--- src/rtl/osd_dem_uart_16550_fifo.sv ---
// 16550 register-compatible debug UART with TX/RX FIFOs, valid/ready byte streams and interrupt.
// Optional internal loopback (MCR[4]) is built when OSD_DEM_UART_LOOPBACK_EN is defined.
module osd_dem_uart_16550_fifo #(
  parameter int unsigned TX_DEPTH = 16,
  parameter int unsigned RX_DEPTH = 16
) (
  input  logic       clk,
  input  logic       rst,
  input  logic       bus_req,
  input  logic [2:0] bus_addr,
  input  logic       bus_write,
  input  logic [7:0] bus_wdata,
  output logic       bus_ack,
  output logic [7:0] bus_rdata,
  output logic       irq,
  output logic       out_valid,
  output logic [7:0] out_char,
  input  logic       out_ready,
  input  logic       in_valid,
  input  logic [7:0] in_char,
  output logic       in_ready
);

  localparam int unsigned TX_AW = $clog2(TX_DEPTH);
  localparam int unsigned TX_CW = TX_AW + 1;
  localparam int unsigned RX_AW = $clog2(RX_DEPTH);
  localparam int unsigned RX_CW = RX_AW + 1;

  logic [7:0]       r_tx_mem [TX_DEPTH];
  logic [TX_AW-1:0] r_tx_wp, r_tx_rp;
  logic [TX_CW-1:0] r_tx_cnt;
  logic [7:0]       r_rx_mem [RX_DEPTH];
  logic [RX_AW-1:0] r_rx_wp, r_rx_rp;
  logic [RX_CW-1:0] r_rx_cnt;

  logic [7:0] r_lcr, r_dll, r_dlm, r_scr;
  logic [4:0] r_mcr;
  logic [1:0] r_ier;
  logic       r_fifo_en, r_thre, r_irq;

  logic       w_tx_empty, w_tx_full, w_rx_empty, w_rx_full;
  logic       w_tx_push, w_tx_pop, w_rx_push, w_rx_pop;
  logic       w_tx_flush, w_rx_flush;
  logic       w_thr_wr, w_rbr_rd, w_iir_rd, w_ier_wr, w_wr_en;
  logic       w_thre_set, w_thre_clr;
  logic [7:0] w_tx_head, w_rx_head, w_rx_wdata, w_lsr, w_iir;
  logic [3:0] w_iir_id;

  assign w_tx_empty = (r_tx_cnt == '0);
  assign w_tx_full  = (r_tx_cnt == TX_CW'(TX_DEPTH));
  assign w_rx_empty = (r_rx_cnt == '0);
  assign w_rx_full  = (r_rx_cnt == RX_CW'(RX_DEPTH));
  assign w_tx_head  = r_tx_mem[r_tx_rp];
  assign w_rx_head  = r_rx_mem[r_rx_rp];

  // Only a THR write into a full TX FIFO stalls; the full flag is this cycle's, not look-ahead.
  assign w_thr_wr = bus_req & bus_write & (bus_addr == 3'd0) & ~r_lcr[7];
  assign bus_ack  = ~(w_thr_wr & w_tx_full);
  assign w_wr_en  = bus_req & bus_write & bus_ack;

  assign w_tx_push  = w_thr_wr & ~w_tx_full;
  assign w_rbr_rd   = bus_req & ~bus_write & (bus_addr == 3'd0) & ~r_lcr[7];
  assign w_rx_pop   = w_rbr_rd & ~w_rx_empty;
  assign w_iir_rd   = bus_req & ~bus_write & (bus_addr == 3'd2);
  assign w_ier_wr   = w_wr_en & (bus_addr == 3'd1) & ~r_lcr[7];
  assign w_tx_flush = w_wr_en & (bus_addr == 3'd2) & bus_wdata[2];
  assign w_rx_flush = w_wr_en & (bus_addr == 3'd2) & bus_wdata[1];

`ifdef OSD_DEM_UART_LOOPBACK_EN
  logic w_lb;
  assign w_lb       = r_mcr[4];
  assign w_tx_pop   = w_lb ? (~w_tx_empty & ~w_rx_full) : (out_valid & out_ready);
  assign w_rx_push  = w_lb ? w_tx_pop : (in_valid & in_ready);
  assign w_rx_wdata = w_lb ? w_tx_head : in_char;
  assign out_valid  = ~w_tx_empty & ~w_lb;
  assign in_ready   = ~w_rx_full & ~w_lb;
`else
  assign w_tx_pop   = out_valid & out_ready;
  assign w_rx_push  = in_valid & in_ready;
  assign w_rx_wdata = in_char;
  assign out_valid  = ~w_tx_empty;
  assign in_ready   = ~w_rx_full;
`endif
  assign out_char = w_tx_head;

  assign w_lsr = {1'b0, w_tx_empty, w_tx_empty, 4'b0000, ~w_rx_empty};

  always_comb begin
    w_iir_id = 4'h1;
    if (r_ier[0] & ~w_rx_empty)  w_iir_id = 4'h4;
    else if (r_ier[1] & r_thre)  w_iir_id = 4'h2;
  end
  assign w_iir = {(r_fifo_en ? 2'b11 : 2'b00), 2'b00, w_iir_id};

  always_comb begin
    bus_rdata = 8'h00;
    case (bus_addr)
      3'd0:    bus_rdata = r_lcr[7] ? r_dll : (w_rx_empty ? 8'h00 : w_rx_head);
      3'd1:    bus_rdata = r_lcr[7] ? r_dlm : {6'b0, r_ier};
      3'd2:    bus_rdata = w_iir;
      3'd3:    bus_rdata = r_lcr;
      3'd4:    bus_rdata = {3'b000, r_mcr};
      3'd5:    bus_rdata = w_lsr;
      3'd6:    bus_rdata = 8'hB0;
      default: bus_rdata = r_scr;
    endcase
  end

  // A pop that drains the last entry (no refill, no flush) arms the THR-empty interrupt.
  assign w_thre_set = (w_tx_pop & ~w_tx_push & ~w_tx_flush & (r_tx_cnt == TX_CW'(1)))
                    | (w_ier_wr & bus_wdata[1] & w_tx_empty);
  assign w_thre_clr = w_tx_push | (w_iir_rd & (w_iir_id == 4'h2));

  always_ff @(posedge clk) begin
    if (rst) begin
      r_lcr     <= '0;
      r_dll     <= '0;
      r_dlm     <= '0;
      r_scr     <= '0;
      r_mcr     <= '0;
      r_ier     <= '0;
      r_fifo_en <= 1'b0;
      r_thre    <= 1'b0;
      r_irq     <= 1'b0;
    end else begin
      r_irq <= ~w_iir_id[0];
      if (w_thre_set)      r_thre <= 1'b1;
      else if (w_thre_clr) r_thre <= 1'b0;
      if (w_wr_en) begin
        case (bus_addr)
          3'd0:    if (r_lcr[7]) r_dll <= bus_wdata;
          3'd1:    if (r_lcr[7]) r_dlm <= bus_wdata;
                   else          r_ier <= bus_wdata[1:0];
          3'd2:    r_fifo_en <= bus_wdata[0];
          3'd3:    r_lcr <= bus_wdata;
          3'd4:    r_mcr <= bus_wdata[4:0];
          3'd7:    r_scr <= bus_wdata;
          default: ;
        endcase
      end
    end
  end

  always_ff @(posedge clk) begin
    if (w_tx_push) r_tx_mem[r_tx_wp] <= bus_wdata;
    if (w_rx_push) r_rx_mem[r_rx_wp] <= w_rx_wdata;
  end

  always_ff @(posedge clk) begin
    if (rst || w_tx_flush) begin
      r_tx_wp  <= '0;
      r_tx_rp  <= '0;
      r_tx_cnt <= '0;
    end else begin
      if (w_tx_push) r_tx_wp <= r_tx_wp + TX_AW'(1);
      if (w_tx_pop)  r_tx_rp <= r_tx_rp + TX_AW'(1);
      case ({w_tx_push, w_tx_pop})
        2'b10:   r_tx_cnt <= r_tx_cnt + TX_CW'(1);
        2'b01:   r_tx_cnt <= r_tx_cnt - TX_CW'(1);
        default: ;
      endcase
    end
  end

  always_ff @(posedge clk) begin
    if (rst || w_rx_flush) begin
      r_rx_wp  <= '0;
      r_rx_rp  <= '0;
      r_rx_cnt <= '0;
    end else begin
      if (w_rx_push) r_rx_wp <= r_rx_wp + RX_AW'(1);
      if (w_rx_pop)  r_rx_rp <= r_rx_rp + RX_AW'(1);
      case ({w_rx_push, w_rx_pop})
        2'b10:   r_rx_cnt <= r_rx_cnt + RX_CW'(1);
        2'b01:   r_rx_cnt <= r_rx_cnt - RX_CW'(1);
        default: ;
      endcase
    end
  end

  assign irq = r_irq;

endmodule

--- config.mk ---
export PLATFORM = sky130hd
export DESIGN_NAME = osd_dem_uart_16550_fifo
export DESIGN_NICKNAME = d
export VERILOG_FILES = /design/src/rtl/osd_dem_uart_16550_fifo.sv
export SDC_FILE = /design/constraint.sdc
export NUM_CORES = 1
export LEC_CHECK = 0
export BUFFER_PORTS_ARGS = -buffer_cell sky130_fd_sc_hd__buf_2
export CAP_MARGIN = 25
export CELL_PAD_IN_SITES_DETAIL_PLACEMENT = 0
export CELL_PAD_IN_SITES_GLOBAL_PLACEMENT = 2
export CORE_ASPECT_RATIO = 2
export CORE_MARGIN = 4
export CORE_UTILIZATION = 42
export CTS_CLUSTER_SIZE = 40
export DETAILED_ROUTE_END_ITERATION = 8
export PLACE_DENSITY_LB_ADDON = 0.1
export SYNTH_ARGS = -nofsm -noshare
export SYNTH_HDL_FRONTEND = slang
export SYNTH_SLANG_ARGS = --single-unit
--- constraint.sdc ---
create_clock -name clk -period 2.59 [get_ports clk]
set_input_delay 0.1295 -clock clk [delete_from_list [all_inputs] [get_ports clk]]
set_output_delay 0.1295 -clock clk [all_outputs]
set_load 0.005 [all_outputs]
Word-level counts from Yosys, hierarchy flattened:

Memory sizes are Yosys's and may differ from the RTL's. A register that Yosys moved wholly into a read port is not among the register bits.
Index checks and enable logic that the tools add are counted.
W data, S select, Z words.

* bitwise gates (word level): 38
* reductions and logical operators: 15
* muxes and demuxes: 19
* add/sub/neg operators: 8
* equality and inequality tests: 15

Operators with widths (count)
* $pmux W8 S7: 1
* $and A1 B1 Y1: 26
* $mux W8: 3
* $pmux W5 S2: 2
* $add A4 B1 Y4 const B: 4
* $mux W4: 4
* $eq A3 B3 Y1 const B: 4
* $add A5 B1 Y5 const B: 2
* $eq A5 B5 Y1 const B: 2
* $logic_not A5 Y1: 2
* $not A1 Y1: 10
* $sub A5 B1 Y5 const B: 2
* $reduce_and A3 Y1: 3
* $reduce_and A2 Y1: 4
* $eq A3 B2 Y1 const B: 2
* $mux W1: 6
* $reduce_bool A2 Y1: 3
* $eq A5 B1 Y1 const B: 1
* $eq A2 B1 Y1 const B: 2
* $eq A2 B2 Y1 const B: 2
* $eq A4 B2 Y1 const B: 1
* $mux W2: 2
* $eq A3 B1 Y1 const B: 1
* $logic_not A3 Y1: 1
* other kinds (3): 5

* memories kept: 2
* output and inout bits: 20
* RAM bits: 256
* register bits: 68

Memories
* r_rx_mem: words 16, width 8, read ports 1, clocked after Yosys merged registers in 1, write ports 1, RTL line 32 `logic [7:0] r_rx_mem [RX_DEPTH];`
* r_tx_mem: words 16, width 8, read ports 1, clocked after Yosys merged registers in 1, write ports 1, RTL line 29 `logic [7:0] r_tx_mem [TX_DEPTH];`

Logic depth before layout (Yosys ltp):

Gate-level depths: netlist of the first run.

* word-level depth: 13
* depth in mapped cells: 13
* mapped depth without buffers: 11

Least setup slack after synthesis of the first run:

OpenSTA, ideal clock, no wires.

* path type: register -> register
* start: reg r_lcr[7]
* end: reg r_rx_cnt[2]
* arrival: 2.496 ns
* stages on the path, launching flop included: 13
* slack: 0.024 ns
* required time: 2.520 ns
* cell sequence: dfxtp_1 > clkbuf_1 > nor2_1 > nand3_1 > nor2_1 > ha_1 > clkbuf_1 > xor2_1 > ha_1 > a41oi_1 > xor2_1 > or3_1 > a21oi_1

RTL lines
* start: declaration: RTL line 36 `logic [7:0] r_lcr, r_dll, r_dlm, r_scr;`
* start signal: assignment: RTL line 135 `3'd3: r_lcr <= bus_wdata;`
* $not A1 Y1 (no line) (*)
* $and A1 B1 Y1 (*): RTL line 62 `assign w_rbr_rd = bus_req & ~bus_write & (bus_addr == 3'd0) & ~r_lcr[7];`
* $and A1 B1 Y1 (*): RTL line 63 `assign w_rx_pop = w_rbr_rd & ~w_rx_empty;`
* named net w_rx_pop: RTL line 42 `logic w_tx_push, w_tx_pop, w_rx_push, w_rx_pop;`
* $eq A2 B1 Y1 or $eq A2 B2 Y1 (tied branches): RTL line 173 `case ({w_rx_push, w_rx_pop})`
* $pmux W5 S2 or $reduce_bool A2 Y1 (tied branches)
* end signal: assignment: RTL line 174 `2'b10: r_rx_cnt <= r_rx_cnt + RX_CW'(1);`
* end signal: assignment: RTL line 175 `2'b01: r_rx_cnt <= r_rx_cnt - RX_CW'(1);`
* end: declaration: RTL line 34 `logic [RX_CW-1:0] r_rx_cnt;`

The timed path passes the listed nets; every way through them passes the cells marked *.
A chain may end at the register's enable or synchronous reset.

==> key figures, run 1 <==
Global route
  • Wire length of the first global-routing pass: 49,100 um
  • Via count of the first global-routing pass: 8,086
  • Aggregate global-route resource usage: 18.4%
  • Initial antenna violation count: 0
  • Met2 GRT Util: 38.4%
  • Busiest layer in global routing: met2
  • Largest net degree at the start of global routing: 43
  • Fraction of met1 tracks used by global routing: 17.3%
  • Total congestion overflow after global routing: 0
  • Met3 demand-to-capacity share in global routing: 1.80%

Status
  • Violations in the final reports: setup timing
  • Outcome: complete, but fails checks

Synthesis
  • Post-synthesis instance total: 871
  • Share of the synthesized area in compound gates (AO/OA/AOI/OAI): 4.01%
  • Summed instance area of the synthesized netlist: 13,600 um2
  • Simple-gate portion of the synthesized area: 7.99%
  • Portion of netlist area occupied by mux cells: 15.3%
  • Distinct cell type count of the synthesized netlist: 57
  • Share of async-settable or async-resettable flops after synthesis: 0%
  • Main combinational cell family by area after synthesis: multiplexers
  • #FFs+latches synth: 332
  • Post-synthesis average cell area: 15.7 um2
  • Post-synthesis net count: 913
  • Count of flip-flops with a built-in enable after synthesis: 256
  • Count of warnings emitted by yosys: 0
  • Part of the Yosys area used for sequential elements: 67.5%
  • Parity-gate share of the synthesized area counting xor and xnor cells: 1.35%
  • Most used flip-flop cell after synthesis: sky130_fd_sc_hd__edfxtp_1
  • Post-Synth Adder-Cell Area: 1.56%

Detailed routing
  • Via/cell ratio: 5.36
  • DRC errors left: 0
  • Number of vias in the routed layout: 7,684
  • Final antenna-violating net count: 0
  • 1st-iter DRT viols: 347
  • Drt total wl: 32,700 um
  • Routed wire per std cell: 22.8 um
  • Drt pass-1 iters: 4

Clock network
  • Worst-Skew Late Latency: 0.56 ns
  • Buffers from clock root to sink, at most: 3
  • Total CTS buffers: 29
  • Clock transition at the register clock pins on the worst setup and hold paths after CTS: 0.07 ns
  • Clock tree from TritonCTS: yes
  • Clock root buffer: sky130_fd_sc_hd__clkbuf_16
  • H-tree depth reported by CTS: 1
  • Count of clock tree sinks: 332

Worst setup path
  • Worst-path cell with the longest stage delay: sky130_fd_sc_hd__mux4_2
  • Type of the worst setup path: reg -> out
  • Cell repeated most along the worst path: sky130_fd_sc_hd__mux4_2
  • FF-to-FF setup slack: 0.17 ns
  • Maximum fanout encountered on the critical timing path: 4
  • Critical path capture point type: output pin
  • Crit path required time: 2.46 ns
  • Crit path largest cell delay: 0.49 ns
  • Crit path cell chain: buf_8 -> mux4_2 -> mux4_2 -> and3_4 -> o22a_1 -> buf_2
  • Kind of launch point of the worst setup path: flip-flop
  • Data arrival time at the worst-slack endpoint: 2.59 ns

Timing
  • Max-slew violation count: 0
  • Final hold vios: 0
  • Final period util: 105%
  • Clock Skews: 0.0110 ns
  • Setup repair after global routing missed its margin: true
  • Slack of the critical path: -0.126 ns
  • Relative slew slack: 50.6%
  • Min Hold Slack: 0.0308 ns
  • Min cycle time layout: 2.72 ns
  • Max Clock Freq: 368 MHz
  • Worst-Margin Slew: 0.740 ns
  • Setup violation total in the final timing report: 8

Floorplan
  • Io pins: 45
  • Number of placement rows: 93
  • Area of the core: 32,100 um2
  • Area enclosed by the die boundary: 35,600 um2
  • Die span in y: 263 um
  • Overall die width: 135 um
  • Initial Utilization: 42.5%

Run
  • Max-capacitance violation count: 0

Placed design
  • Count of placed standard cells including taps: 1,357
  • Number of I/O port buffers: 44
  • Placement-stage worst setup slack: 0.0144 ns
  • RD Place Congestion: 0.791
  • Final HPWL DP: 23,200 um

Pwr
  • Total power density per cell area: 744 nW/um2
  • Maximum ir drop on the vdd rail: 0.000619 V
  • P_leak: 5.30 nW

Finish
  • Area growth syn-to-layout: 17.5%
  • Net count, final: 1,025
  • Antenna diode count: 0
  • Final instance count without filler cells: 1,433
  • Filler cell count: 2,804
  • Fraction of layout cells with a size suffix above 1: 27.4%

Worst hold path
  • Tightest Hold Check Type: in -> reg
-- where the power goes --
group | internal [mW] | switching (mW)
clock | 2.60 | 1.89
sequential | 5.81 | 0.0895
combinational | 0.772 | 0.753
total | 9.19 | 2.73
-- metrics by stage --
| step | util, % | power [mW] | instance area (um2) | TNS [ns] |
|---|---|---|---|---|
| global placement | 45.8 | 7.44 | 14700 | 0 |
| global route | 49.9 | 12.4 | 16000 | -1.22 |
| floorplan | - | 6.91 | 13600 | 0 |
| finish | 49.9 | 11.9 | 16000 | -0.484 |
| CTS | 49.3 | 12.0 | 15800 | -1.21 |
| detailed placement | 45.8 | 7.48 | 14700 | 0 |
-- state kept, by name (all words and copies together), names as in the netlist, 4 cells and up, named ones only --
signal,cells
r_dll,8
r_rx_cnt,5
r_tx_rp,4
r_scr,8
r_mcr,5
r_tx_mem,128
r_tx_wp,4
r_dlm,8
r_rx_rp,4
r_tx_cnt,5
r_rx_mem,128
r_rx_wp,4
r_lcr,8
-- cells in the mapped netlist, drive strengths merged (2+ instances only) --
cell type | number | area share, %
nand4b | 3 | 0.19
nand4 | 8 | 0.37
or3 | 5 | 0.23
nand2 | 66 | 1.8
xnor2 | 8 | 0.51
buf | 22 | 1.0
clkbuf | 30 | 0.83
nand3 | 25 | 0.92
nand3b | 3 | 0.17
a21boi | 3 | 0.17
mux4 | 77 | 13
o21ai | 20 | 0.73
mux2i | 27 | 2.0
nor3 | 17 | 0.70
a31oi | 6 | 0.32
clkinv | 3 | 0.083
inv | 11 | 0.30
nand2b | 8 | 0.37
xor2 | 13 | 0.83
a22o | 3 | 0.19
nor2 | 89 | 2.4
o22a | 3 | 0.19
a32o | 3 | 0.22
a211oi | 4 | 0.22
ha | 17 | 1.6
mux2 | 4 | 0.33
nor3b | 2 | 0.15
edfxtp | 256 | 56
o22ai | 3 | 0.14
dfxtp | 76 | 11
a21oi | 35 | 1.3
nor2b | 5 | 0.23
-- kinds of logic (layout without fill, tap and decap cells) --
group	after synthesis	in the layout
AO/OA/AOI/OAI	89	89
XOR/XNOR	21	21
adder cells (fa/ha/maj)	17	17
buffers and inverters	66	201
flip-flops	332	332
multiplexers	108	108
AND/OR/NAND/NOR	238	238
-- routing by layer --
layer,up-vias,share of wire [%],routed length (um)
met1,3919,32,10400
met4,0,4.2,1360
met5,-,0,0
li1,3556,-,-
met3,57,2.5,813
met2,152,61,20100
-- final cells by class --
| cell class | count | area [um2] | area share, % |
|---|---|---|---|
| Clock buffer | 43 | 860 | 5.37 |
| Clock inverter | 11 | 144 | 0.898 |
| Inverter | 14 | 52.6 | 0.328 |
| Multi-Input combinational cell | 473 | 4170 | 26.1 |
| Sequential cell | 332 | 9220 | 57.5 |
| Tap cell | 427 | 534 | 3.33 |
| Timing Repair Buffer | 133 | 1040 | 6.47 |
-- worst max-delay path: cells and delay by family (launching register included) --
family / cells / cell delay (ns)
DFF: 1 / 0.37
and+or+nand+nor: 1 / 0.18
muxes: 2 / 0.98
buffers and inverters: 2 / 0.28
AOI/OAI and AO/OA: 1 / 0.21
-- worst paths after layout --
check                      startpoint                       end  cells after the start
max reg2reg  r_rx_cnt[3]$_SDFFE_PP0P_  r_rx_cnt[2]$_SDFFE_PP0P_                     10
min reg2reg     r_lcr[5]$_SDFFE_PP0P_     r_lcr[5]$_SDFFE_PP0P_                      2
min                      bus_wdata[7]     r_scr[7]$_SDFFE_PP0P_                      3
max                         flip-flop              bus_rdata[1]                      6
-- cell usage in the layout, fill, tap and decap left out, types with 23 or more instances in the layout --
master and n:
sky130_fd_sc_hd__edfxtp_1 256, sky130_fd_sc_hd__nor2_1 87, sky130_fd_sc_hd__mux4_2 76, sky130_fd_sc_hd__dfxtp_1 71
sky130_fd_sc_hd__buf_4 67, sky130_fd_sc_hd__nand2_1 66, sky130_fd_sc_hd__buf_2 44, sky130_fd_sc_hd__a21oi_1 34
sky130_fd_sc_hd__clkbuf_16 32, sky130_fd_sc_hd__mux2i_1 26, sky130_fd_sc_hd__nand3_1 23
-- repair_timing --
action | in CTS | in global routing
gates cloned | 0 | 3
hold endpoints to repair | 164 | 0
resized for setup | 10 | 32
endpoints found under the setup margin | 16 | 11
pin swaps | 0 | 7
buffers inserted | 2 | 8
hold buffers | 10 | 0
No activity file was read; power rests on OpenSTA's default activity.
==> run 2, diff against run 1 <==
- CORE_UTILIZATION: 42 -> 50
- clock period: 2.59 -> 3.5 ns (I/O delays scaled with it)
==> run 2 against run 1 <==
  * The run now ends clean
  * Die area down 15%
  * Sequential cell count stayed put
  * Utilization increased by 7.3 points
  * First-iteration DRC count rose by 30%
  * Sequential power down 26%
  * Register-to-register slack better by 0.56 ns
  * Routed wire length is 6.8% lower
  * Highest routed layer unchanged
==> key figures, run 2 (same netlist as run 1, synthesis figures left out) <==
Status
  • Outcome: complete, no violations

Detailed routing
  • Drt total wl: 30,400 um
  • Number of vias in the routed layout: 7,454
  • DRC errors left: 0
  • Drt pass-1 iters: 4
  • 1st-iter DRT viols: 451
  • Final antenna-violating net count: 0
  • Via/cell ratio: 5.71
  • Routed wire per std cell: 23.3 um

Worst setup path
  • Data arrival time at the worst-slack endpoint: 2.96 ns
  • R2R cell count: 10
  • Type of the worst setup path: reg -> out
  • End of the worst register-to-register path: r_rx_cnt[2]$_SDFFE_PP0P_
  • Crit path largest cell delay: 0.74 ns
  • Sum of buffers and inverters on the critical path: 2
  • Kind of launch point of the worst setup path: flip-flop
  • Maximum fanout encountered on the critical timing path: 20
  • Cell family with the largest share of critical-path delay: multiplexers
  • Crit path cell chain: buf_12 -> mux4_2 -> mux4_2 -> nand3_1 -> nand3_1 -> buf_2
  • Worst-path cell with the longest stage delay: sky130_fd_sc_hd__dfxtp_2
  • FF-to-FF setup slack: 0.73 ns
  • Crit path required time: 3.32 ns
  • Depth of the critical timing path with buffers and inverters included: 6
  • Worst setup path end: bus_rdata[5]
  • Source of the worst register-to-register timing path: r_rx_cnt[2]$_SDFFE_PP0P_
  • Critical path capture point type: output pin

Timing
  • Final period util: 89.6%
  • Post-Route Setup TNS: 0 ns
  • Clock Skews: 0.0145 ns
  • Max-slew violation count: 0
  • Min cycle time layout: 3.14 ns
  • Min Hold Slack: 0.0575 ns
  • Setup violation total in the final timing report: 0
  • Relative slew slack: 36.3%
  • Slack of the critical path: 0.365 ns
  • Max Clock Freq: 319 MHz
  • Final hold vios: 0
  • Worst-Margin Slew: 0.952 ns
  • Setup repair after global routing missed its margin: false

Global route
  • Total congestion overflow after global routing: 0
  • Aggregate global-route resource usage: 20.4%
  • Via count of the first global-routing pass: 8,051
  • Initial antenna violation count: 0
  • Largest net degree at the start of global routing: 45
  • Wire length of the first global-routing pass: 47,100 um

Clock network
  • Buffers from clock root to sink, at most: 3
  • Total CTS buffers: 30
  • Post-CTS setup buffer count: 0
  • Count of clock tree sinks: 332
  • Clock root buffer: sky130_fd_sc_hd__clkbuf_16
  • H-tree depth reported by CTS: 1
  • Resized Gates After CTS: 0
  • Clock transition at the register clock pins on the worst setup and hold paths after CTS: 0.07 ns
  • Hold Buf Count CTS: 8
  • Clock tree from TritonCTS: yes
  • Worst-Skew Late Latency: 0.57 ns

Pwr
  • Total power density per cell area: 566 nW/um2
  • Maximum ir drop on the vdd rail: 0.000588 V
  • Overall power of the completed layout: 8.71 mW
  • P_leak: 5.04 nW

Floorplan
  • Die span in y: 242 um
  • Io pins: 45
  • Area enclosed by the die boundary: 30,100 um2
  • Area of the core: 26,900 um2
  • Number of placement rows: 85
  • Overall die width: 125 um
  • Initial Utilization: 50.7%

Finish
  • Final instance count without filler cells: 1,306
  • Layout Utilization: 57.2%
  • Leading cell types in the layout, fill and taps excluded: sky130_fd_sc_hd__edfxtp_1, sky130_fd_sc_hd__nor2_1, sky130_fd_sc_hd__dfxtp_1, sky130_fd_sc_hd__nand2_1, sky130_fd_sc_hd__mux4_2
  • Leading cell type in the layout, fill and taps excluded: sky130_fd_sc_hd__edfxtp_1
  • Biggest registers after layout: r_rx_mem x128, r_tx_mem x128
  • Area growth syn-to-layout: 12.9%
  • Antenna diode count: 0
  • Post-route standard cell area excluding fillers: 15,400 um2
  • Fraction of layout cells with a size suffix above 1: 21.3%
  • Net count, final: 976

Worst hold path
  • Worst Min Path Start: bus_wdata[6]
  • Tightest Hold Check Type: in -> reg

Placed design
  • Placement-stage worst setup slack: 0.783 ns
  • Count of placed standard cells including taps: 1,242
  • RD Place Congestion: 0.784
  • Number of I/O port buffers: 44
  • Final HPWL DP: 21,800 um
  • Placed cell areas: 14,300 um2

Run
  • Max-capacitance violation count: 0
-- run 2: worst min-delay path by stage --
stage	end	slack, ns	depth (start not counted)
after floorplan	r_rx_mem[0][0]$_DFFE_PP_	0.27	0
after global placement	r_mcr[4]$_SDFFE_PP0P_	0.44	2
after detailed placement	r_dll[2]$_SDFFE_PP0P_	0.45	2
after CTS	r_scr[5]$_SDFFE_PP0P_	0.04	3
after global routing	r_tx_mem[12][6]$_DFFE_PP_	0.06	1
final	r_scr[6]$_SDFFE_PP0P_	0.06	3
-- run 2: area by class of cell --
cell class              instances  area, um2
clock buffers                  39        807
clock inverters                17        204
fillers                      2121      11500
inverters                      14       52.6
multi-input cells             473       4120
flip-flops and latches        332       9210
well taps                     348        435
repair buffers                 83        558
-- run 2: per-layer routing --
metal	global-route usage (%)	share of wire [%]	vias to the layer above
li1	-	-	3458
met1	19.0	31	3792
met2	42.4	61	133
met3	1.86	2.2	71
met4	10.2	5.0	0
met5	0	0	-
-- run 2: tightest hold or removal path, delay by kind of cell --
kind | cells | cell delay (ns)
simple gates | 1 | 0.10
compound gates | 1 | 0.06
buf+inv | 1 | 0.23
-- run 2: power breakdown --
group | switching (mW) | internal, mW | total, mW
clock | 1.47 | 1.88 | 3.35
combinational | 0.541 | 0.476 | 1.02
sequential | 0.0504 | 4.30 | 4.35
